===== src/rtl/nth_prime_seq.sv =====
// nth_prime_seq: walks candidates 2,3,5,7,... through an external primality tester
// and reports the n-th prime, with overflow and n==0 flagged through err.
module nth_prime_seq #(
  parameter int WIDTH = 32
) (
  input  logic             clk,
  input  logic             rst_n,
  input  logic             go,
  input  logic [WIDTH-1:0] n,
  output logic             busy,
  output logic             found,
  output logic             err,
  output logic [WIDTH-1:0] prime_out,
  output logic [31:0]      cycles,
  output logic             tst_start,
  output logic [WIDTH-1:0] tst_value,
  input  logic             tst_result,
  input  logic             tst_done
);
  typedef enum logic [1:0] {IDLE, ISSUE, WAIT, DONE} state_t;
  state_t state, state_nx;
  logic [WIDTH-1:0] cand, cnt, n_q;
  logic [WIDTH:0] adv;
  logic accept, hit, last, ovf;
  assign accept = go && (state == IDLE || state == DONE);
  assign hit = state == WAIT && tst_done && tst_result;
  assign last = hit && (cnt + WIDTH'(1)) == n_q;
  // one extra bit so stepping past the top candidate is caught instead of wrapping
  assign adv = {1'b0, cand} + ((cand == WIDTH'(2)) ? (WIDTH+1)'(1) : (WIDTH+1)'(2));
  assign ovf = adv[WIDTH];
  always_ff @(posedge clk or negedge rst_n)
    if (!rst_n) state <= IDLE;
    else state <= state_nx;
  always_comb begin
    state_nx = state;
    case (state)
      IDLE, DONE: if (accept) state_nx = (n == '0) ? DONE : ISSUE;
      ISSUE:      state_nx = WAIT;
      WAIT:       if (tst_done) state_nx = (last || ovf) ? DONE : ISSUE;
      default:    state_nx = IDLE;
    endcase
  end
  always_comb begin
    busy = state == ISSUE || state == WAIT;
    found = state == DONE;
    tst_start = state == ISSUE;
    tst_value = cand;
  end
  always_ff @(posedge clk or negedge rst_n) begin
    if (!rst_n) begin
      cand <= '0;
      cnt <= '0;
      n_q <= '0;
      prime_out <= '0;
      cycles <= '0;
      err <= 1'b0;
    end else begin
      if (accept) begin
        n_q <= n;
        cand <= WIDTH'(2);
        cnt <= '0;
        cycles <= '0;
        err <= n == '0;
        prime_out <= '0;
      end else if (state == WAIT && tst_done && !last) begin
        if (hit) cnt <= cnt + WIDTH'(1);
        if (ovf) err <= 1'b1;
        else cand <= adv[WIDTH-1:0];
      end
      if (last) prime_out <= cand;
      if (busy && cycles != '1) cycles <= cycles + 32'd1;
    end
  end
endmodule


===== config.mk =====
export PLATFORM = sky130hd
export DESIGN_NAME = nth_prime_seq
export DESIGN_NICKNAME = d
export VERILOG_FILES = /design/src/rtl/nth_prime_seq.sv
export SDC_FILE = /design/constraint.sdc
export NUM_CORES = 1
export LEC_CHECK = 0
export BUFFER_PORTS_ARGS = -buffer_cell sky130_fd_sc_hd__buf_2
export CAP_MARGIN = 40
export CORE_MARGIN = 2
export CORE_UTILIZATION = 47
export DETAILED_ROUTE_END_ITERATION = 10
export PLACE_DENSITY = 0.68
export SLEW_MARGIN = 20
export SYNTH_ARGS = -nofsm -noshare
export SYNTH_HDL_FRONTEND = slang
export SYNTH_SLANG_ARGS = --single-unit

===== constraint.sdc =====
create_clock -name clk -period 6.6 [get_ports clk]
set_input_delay 0.33 -clock clk [delete_from_list [all_inputs] [get_ports clk]]
set_output_delay 0.33 -clock clk [all_outputs]
set_load 0.05 [all_outputs]

==> impl_metrics.tcl, run 1 <==
set metrics [dict create \
    cts_max_path_buffers 2 \
    antenna_cells 0 \
    io_pins 137 \
    rr_startpoint "cnt[0]" \
    worst_hold_path_type "primary input to flip-flop" \
    maxSlewViolCount 0 \
    worstReg2RegEnd "tst_value[4]" \
    timing.final.crit_period_ns 4.078 \
    detailroute.via_count 8604 \
    initial_utilization_pct 48.04 \
    hold_start "n[5]" \
    synth.distinct_cells 62 \
    grt_setup_unrepaired "false" \
    layout_common_cells "238 x sky130_fd_sc_hd__nand2_1, 163 x sky130_fd_sc_hd__dfrtp_1, 135 x sky130_fd_sc_hd__buf_2" \
    crit_path_end_kind "flip-flop" \
    reg2reg_setup_slack_ns 2.52 \
    floorplan.die.width_um 145.0 \
    synthCells 1096 \
    remaining_drc_errors 0 \
    holdPathEnd "n_q[5]" \
    synth_area_leaders "sky130_fd_sc_hd__dfrtp_1 44%, sky130_fd_sc_hd__nand2_1 9.6%, sky130_fd_sc_hd__o21ai_0 4.3%" \
    initialDrtViolationCount 649 \
    timing.critical_path.required_ns 6.92 \
    grt_pass1_vias 7992 \
    share_of_layout_cells_above_drive_strength_1_pct 16.36 \
    clk_latency_ns 0.44 \
    fin_total_pwr_w 0.003510 \
    power_frac_clock_pct 27.9 \
    timing.final.setup_violations 0 \
    ant_nets 0 \
    critical_path_class "flip-flop to flip-flop" \
    number_of_enable_flip_flop_cells_after_synthesis 0 \
    power.combinational.fraction_pct 35.7 \
    powerDensity_nw_per_um2 324.3 \
    resized_cells_post_cts 0 \
    synthesis.nets 1142 \
    cts_tree "yes" \
    wire_per_inst_um 16.81 \
    drt_first_pass_iters 5 \
    ir_drop_uv 255.2 \
    place_worst_setup_slack_ns 2.581 \
    part_of_the_yosys_area_used_for_sequential_elements_pct 43.63 \
    postCtsSetupRepairBufs 0 \
    avgViaCountPerCell 5.857 \
    cts_hold_repair.buffers 1 \
    floorplan.die_area_um2 21040 \
    crit_path_max_fanout 115 \
    timing.reg2reg.worst_path_depth 11 \
    placeable_core_area_um2 19460 \
    clk_pin_slew_ns 0.07 \
    ys.warnings.count 0 \
    dieHeight_um 145.0 \
    grt_max_degree 116 \
    initial_antenna_violation_count 0 \
    num_rows 51 \
    layout-area-overhead-vs-synth_pct 15.75 \
    root_buffer "sky130_fd_sc_hd__clkbuf_16" \
    totalWireLength_um 24700 \
    final_hold_viols 0 \
    internal-power_w 0.002077 \
    final_common_cell "sky130_fd_sc_hd__nand2_1" \
    yosys.area.top_type_share_pct 43.63 \
    slew_headroom_pct 42.06 \
    setup_tns_ns 0 \
    cellLeakagePower_nw 4.790 \
    pwr-share-seq_pct 36.4 \
    synth_area_per_cell_um2 8.530 \
    numPortBuffers 136 \
    grtUsageTotal_pct 23.57 \
    ys_async_sr_fraction_pct 100.0 \
    timing.final.crit_share_pct 61.78 \
    detailedPlacementHpwl_um 16730 \
    post-synth-top-area-cell "sky130_fd_sc_hd__dfrtp_1" \
    final_wtd_congestion 0.9163 \
    final_net_count 1238 \
    tightest_slew_ns 0.8619 \
    fin_worst_skew_ns 0.01436 \
    clock_sink_count 163 \
    final_setup_margin_ns 2.522 \
    maxCapViolCount 0 \
    ys_ff_latch 163 \
    worstHoldPathCells 3 \
    globalRouteOverflowTotal 0 \
    ctsHtreeMaxLevel 4 \
    postSynth.topFlopCell "sky130_fd_sc_hd__dfrtp_1" \
    startpoint_type "flip-flop" \
    critPathArrivalTime_ns 4.40 \
    run_status "complete, no violations" \
    power.net_switching_w 0.001433 \
    syn-cell-area_um2 9349 \
    timing.fmax_mhz 245.2 \
    cts_buffers 17 \
    sw_frac_of_total_pct 40.83 \
    grt_first_pass_wirelength_um 40970 \
]
## through the flow
stage | hold WS [ns] | instances | instance area, um^2 | utilization (%)
after global routing | 0.1033 | 1469 | 10820 | 55.60
after global placement | 0.4805 | 1432 | 10130 | 52.05
after detailed placement | 0.2925 | 1437 | 10240 | 52.61
after floorplan | 0.03441 | 1096 | 9349 | -
after CTS | 0.08738 | 1469 | 10820 | 55.60
final | 0.09942 | 1469 | 10820 | 55.60
## layer usage
layer | wire [um] | track usage [%] | vias to the layer above
met5 | 0 | 0 | -
met1 | 11410 | 32.68 | 4156
met4 | 366 | 7.376 | 0
met2 | 11620 | 37.24 | 216
li1 | - | - | 4198
met3 | 1301 | 4.874 | 34
## sequential cells by signal, summed over array words and instances (netlist names)
signal     count
cycles        32
tst_value     32
cnt           32
n_q           32
prime_out     32
err            1
state          2
## cell families (layout without fill, tap and decap cells)
logic type | Yosys count | after routing | synth area share (%)
AND/OR/NAND/NOR | 549 | 549 | 30.57
adder cells (fa/ha/maj) | 9 | 9 | 1.285
flip-flops | 163 | 163 | 43.63
multiplexers | 15 | 15 | 1.606
XOR/XNOR | 36 | 36 | 3.373
AO/OA/AOI/OAI | 242 | 242 | 15.69
buffers and inverters | 82 | 190 | 3.854
## Yosys cell counts (5+ instances only)
cell,n
sky130_fd_sc_hd__nand2_1,239
sky130_fd_sc_hd__dfrtp_1,163
sky130_fd_sc_hd__o21ai_0,80
sky130_fd_sc_hd__a21oi_1,57
sky130_fd_sc_hd__clkbuf_1,52
sky130_fd_sc_hd__or4_1,42
sky130_fd_sc_hd__o31ai_1,41
sky130_fd_sc_hd__nand3_1,38
sky130_fd_sc_hd__nand4_1,37
sky130_fd_sc_hd__nor2_1,35
sky130_fd_sc_hd__nor4_1,26
sky130_fd_sc_hd__and3_1,23
sky130_fd_sc_hd__nand2b_1,22
sky130_fd_sc_hd__xnor2_1,20
sky130_fd_sc_hd__nor3_1,18
sky130_fd_sc_hd__or3_1,17
sky130_fd_sc_hd__xor2_1,16
sky130_fd_sc_hd__a31oi_1,15
sky130_fd_sc_hd__mux2i_1,15
sky130_fd_sc_hd__and2_1,13
sky130_fd_sc_hd__and4_1,13
sky130_fd_sc_hd__inv_1,10
sky130_fd_sc_hd__buf_2,8
sky130_fd_sc_hd__ha_1,8
sky130_fd_sc_hd__o21ai_1,8
sky130_fd_sc_hd__buf_4,7
sky130_fd_sc_hd__nor4b_1,5
sky130_fd_sc_hd__o211ai_1,5
sky130_fd_sc_hd__o41ai_1,5
## critical path, cell delays in order, from the launching register on
cell and delay (ns):
sky130_fd_sc_hd__dfrtp_1 0.48, sky130_fd_sc_hd__ha_1 0.27, sky130_fd_sc_hd__nand3_1 0.24, sky130_fd_sc_hd__nor4_2 0.63, sky130_fd_sc_hd__and3_1 0.24, sky130_fd_sc_hd__a31oi_1 0.09, sky130_fd_sc_hd__or4_4 0.53, sky130_fd_sc_hd__nor4_4 0.47
sky130_fd_sc_hd__buf_6 0.23, sky130_fd_sc_hd__buf_12 0.32, sky130_fd_sc_hd__and4b_1 0.26, sky130_fd_sc_hd__mux2i_1 0.12
## cell type report
cell class	instances	area [um^2]
Multi-Input combinational cell	851	4930
Timing Repair Buffer	149	870.8
Tap cell	265	331.6
Clock inverter	12	120.1
Clock buffer	19	452.9
Fill cell	1819	8641
Sequential cell	163	4079
Inverter	10	37.54
## power groups by stage
stage | Clock (W) | Combinational [W] | Sequential (W)
after CTS | 0.00100 | 0.00126 | 0.00128
after floorplan | 0 | 0.000834 | 0.00135
final | 0.000979 | 0.00125 | 0.00128
after detailed placement | 0 | 0.00126 | 0.00129
after global routing | 0.00104 | 0.00141 | 0.00129
after global placement | 0 | 0.00121 | 0.00129
## worst max path at each step
| stage | to | start | depth (start not counted) |
|---|---|---|---|
| 3_3_place_gp | tst_value[4] | cnt[0] | 10 |
| 6_report | tst_value[4] | cnt[0] | 11 |
| 3_5_place_dp | tst_value[4] | cnt[0] | 11 |
| 4_1_cts | tst_value[4] | cnt[0] | 11 |
| 5_1_grt | tst_value[4] | state[0] | 13 |
| 2_1_floorplan | tst_value[25] | tst_value[1] | 13 |
No activity file was read; power rests on OpenSTA's default activity.
==> run 2, diff against run 1 <==
--- a/config.mk
+++ b/config.mk
@@ -5,12 +5,13 @@
 export SDC_FILE = /design/constraint.sdc
 export NUM_CORES = 1
 export LEC_CHECK = 0
+export ABC_AREA = 1
 export BUFFER_PORTS_ARGS = -buffer_cell sky130_fd_sc_hd__buf_2
 export CAP_MARGIN = 40
 export CORE_MARGIN = 2
 export CORE_UTILIZATION = 47
 export DETAILED_ROUTE_END_ITERATION = 10
-export PLACE_DENSITY = 0.68
+export PLACE_DENSITY = 0.67
 export SLEW_MARGIN = 20
 export SYNTH_ARGS = -nofsm -noshare
 export SYNTH_HDL_FRONTEND = slang
==> constraint.sdc (replaced) <==
create_clock -name clk -period 4 [get_ports clk]
set_input_delay 0.2 -clock clk [delete_from_list [all_inputs] [get_ports clk]]
set_output_delay 0.2 -clock clk [all_outputs]
set_load 0.05 [all_outputs]
==> impl_metrics.tcl, run 2 <==
set metrics [dict create \
    placedInstanceArea_um2 11210 \
    fillCellCount 2018 \
    place_inst 1853 \
    part_of_the_yosys_area_used_for_sequential_elements_pct 40.05 \
    layout-area-overhead-vs-synth_pct 16.99 \
    startpoint_type "flip-flop" \
    placeable_core_area_um2 21150 \
    final-seq-area_um2 4079 \
    worst_hold_path_type "primary input to flip-flop" \
    clk_latency_ns 0.44 \
    grt_max_degree 83 \
    clk_pin_slew_ns 0.06 \
    critical_path_class "flip-flop to flip-flop" \
    synth_area_leaders "sky130_fd_sc_hd__dfrtp_1 40%, sky130_fd_sc_hd__nand2_1 18%, sky130_fd_sc_hd__nand3_1 7.9%" \
    syn-cell-area_um2 10180 \
    cellLeakagePower_nw 6.022 \
    antenna_cells 0 \
    floorplan.die_area_um2 22860 \
    timing.final.setup_violations 0 \
    remaining_drc_errors 0 \
    numPortBuffers 136 \
    final_common_cell "sky130_fd_sc_hd__nand2_1" \
    run_status "complete, no violations" \
    ys_ff_latch 163 \
    globalRouteOverflowTotal 0 \
    hold_start "n[26]" \
    synth_area_per_cell_um2 6.947 \
    yosys.area.top_type_share_pct 40.05 \
    ys.warnings.count 0 \
    fin_worst_skew_ns 0.01357 \
    share_of_layout_cells_above_drive_strength_1_pct 15.31 \
    worst_setup_path_startpoint "tst_value[4]" \
    totalWireLength_um 30550 \
    wire_per_inst_um 16.12 \
    cts_tree "yes" \
    avgViaCountPerCell 5.328 \
    powerDensity_nw_per_um2 624.1 \
    place_worst_setup_slack_ns 0.08715 \
    drt_first_pass_iters 5 \
    io_pins 137 \
    grt_first_pass_wirelength_um 49250 \
    synthCells 1466 \
    initial_utilization_pct 48.15 \
    multi_input_area_um2 5308 \
    timing.critical_path.required_ns 4.31 \
    final_net_count 1654 \
    most_numerous_cell_in_the_yosys_netlist "sky130_fd_sc_hd__nand2_1" \
    cts_max_path_buffers 2 \
    slew_headroom_pct 51.90 \
    synth.distinct_cells 41 \
    num_rows 53 \
    final-instance-count-excl-fill 1895 \
    final_setup_margin_ns 0.2441 \
    post-synth-top-area-cell "sky130_fd_sc_hd__dfrtp_1" \
    number_of_enable_flip_flop_cells_after_synthesis 0 \
    dieHeight_um 151.2 \
    rr_startpoint "tst_value[4]" \
    stdcell_area_um2 11920 \
    timing.fmax_mhz 266.2 \
    initial_antenna_violation_count 0 \
    timing.final.crit_share_pct 93.90 \
    synthesis.nets 1512 \
    final_wtd_congestion 0.9780 \
    ir_drop_uv 319.0 \
    maxSlewViolCount 0 \
    ant_nets 0 \
    critPathArrivalTime_ns 4.07 \
    crit_path_max_fanout 12 \
    tightest_slew_ns 0.7149 \
    root_buffer "sky130_fd_sc_hd__clkbuf_16" \
    detailedPlacementHpwl_um 22360 \
    crit_path_end_kind "flip-flop" \
    timing.final.crit_period_ns 3.756 \
    floorplan.die.width_um 151.2 \
    cts_buffers 17 \
    final_hold_viols 0 \
    ctsHtreeMaxLevel 4 \
    grtUsageTotal_pct 27.45 \
    detailroute.via_count 10100 \
    synth_common_cells "492 x sky130_fd_sc_hd__nand2_1, 163 x sky130_fd_sc_hd__dfrtp_1, 160 x sky130_fd_sc_hd__nand3_1" \
    initialDrtViolationCount 880 \
    setup_tns_ns 0 \
    clock_sink_count 163 \
    layout_common_cells "489 x sky130_fd_sc_hd__nand2_1, 163 x sky130_fd_sc_hd__dfrtp_1, 160 x sky130_fd_sc_hd__nand3_1" \
    maxCapViolCount 0 \
    grt_pass1_vias 9564 \
    ys_async_sr_fraction_pct 100.0 \
    postSynth.topFlopCell "sky130_fd_sc_hd__dfrtp_1" \
]
-- run 2: cell count changes in the layout (fill, tap and decap cells not counted), sizes merged, moves of 44 or more --
cell   delta
nor2    +129
a21oi    -45
or4      -44
nand3   +125
inv     +137
nand2   +257
-- run 2: cells by family after synthesis --
group,count (synthesis),share of synthesized area (%)
AOI/OAI and AO/OA,108,6.450
xor gates and xnor gates,50,4.705
adders and majority gates,9,1.179
buffers and inverters,206,8.145
DFF,163,40.05
and+or+nand+nor,930,39.47
-- run 2: area by class of cell --
| type | instances | share of cell area [%] |
|---|---|---|
| multi-input cells | 1097 | 44.54 |
| flip-flops and latches | 163 | 34.23 |
| repair buffers | 182 | 9.041 |
| inverters | 147 | 4.631 |
| clock buffers | 17 | 3.570 |
| well taps | 275 | 2.888 |
| clock inverters | 14 | 1.092 |
-- run 2: final timing paths --
path	end	slack, ns	cells after the start
worst min-delay path	n_q[26]	0.02	3
min in group asynchronous	n_q[23]	0.12	2
worst min register to register	prime_out[9]	0.50	2
worst max-delay path	tst_value[31]	0.24	17
max in group asynchronous	tst_value[31]	2.85	4
worst max register to register	tst_value[31]	0.24	17
-- run 2: through the flow --
stage / hold slack [ns] / utilization (%) / total power, W
2_1_floorplan: -0.09559 / - / 0.004921
3_3_place_gp: 0.3133 / 53.00 / 0.005774
3_5_place_dp: 0.3186 / 53.00 / 0.005825
4_1_cts: 0.005776 / 56.10 / 0.007442
5_1_grt: 0.03414 / 56.33 / 0.007943
6_report: 0.01917 / 56.33 / 0.007436
-- run 2: power breakdown --
group          total [W]  internal (W)  switching [W]  leakage, nW
logic            0.00334      0.000921        0.00242         3.55
registers        0.00250       0.00204       0.000455         2.20
clock network    0.00160      0.000862       0.000733        0.264
-- run 2: worst max-delay path, stage by stage (launching register included) --
cell                      delay, ns
sky130_fd_sc_hd__dfrtp_1       0.44
sky130_fd_sc_hd__nor4_1        0.40
sky130_fd_sc_hd__nand4_1       0.19
sky130_fd_sc_hd__nor4_2        0.28
sky130_fd_sc_hd__ha_1          0.29
sky130_fd_sc_hd__fa_1          0.27
sky130_fd_sc_hd__nand3_1       0.17
sky130_fd_sc_hd__nor2_1        0.16
sky130_fd_sc_hd__nand2_1       0.14
sky130_fd_sc_hd__nor2_1        0.19
sky130_fd_sc_hd__inv_1         0.09
sky130_fd_sc_hd__nor3_1        0.15
sky130_fd_sc_hd__nand4_1       0.18
sky130_fd_sc_hd__nand3_2       0.14
sky130_fd_sc_hd__nand2_2       0.16
sky130_fd_sc_hd__buf_4         0.25
sky130_fd_sc_hd__nand2_1       0.07
sky130_fd_sc_hd__nand2_1       0.06
-- run 2: per-layer routing --
layer	routed length, um	GRT usage, %
met1	14580	40.40
met2	13450	42.31
met3	2089	4.367
met4	421	6.682
met5	0	0
-- run 2: what timing repair did --
action,4_1_cts,5_1_grt
gates resized for setup,0,4
endpoints found under the setup margin,0,33
hold endpoints to repair,88,0
setup buffers,0,0
hold buffers,10,0
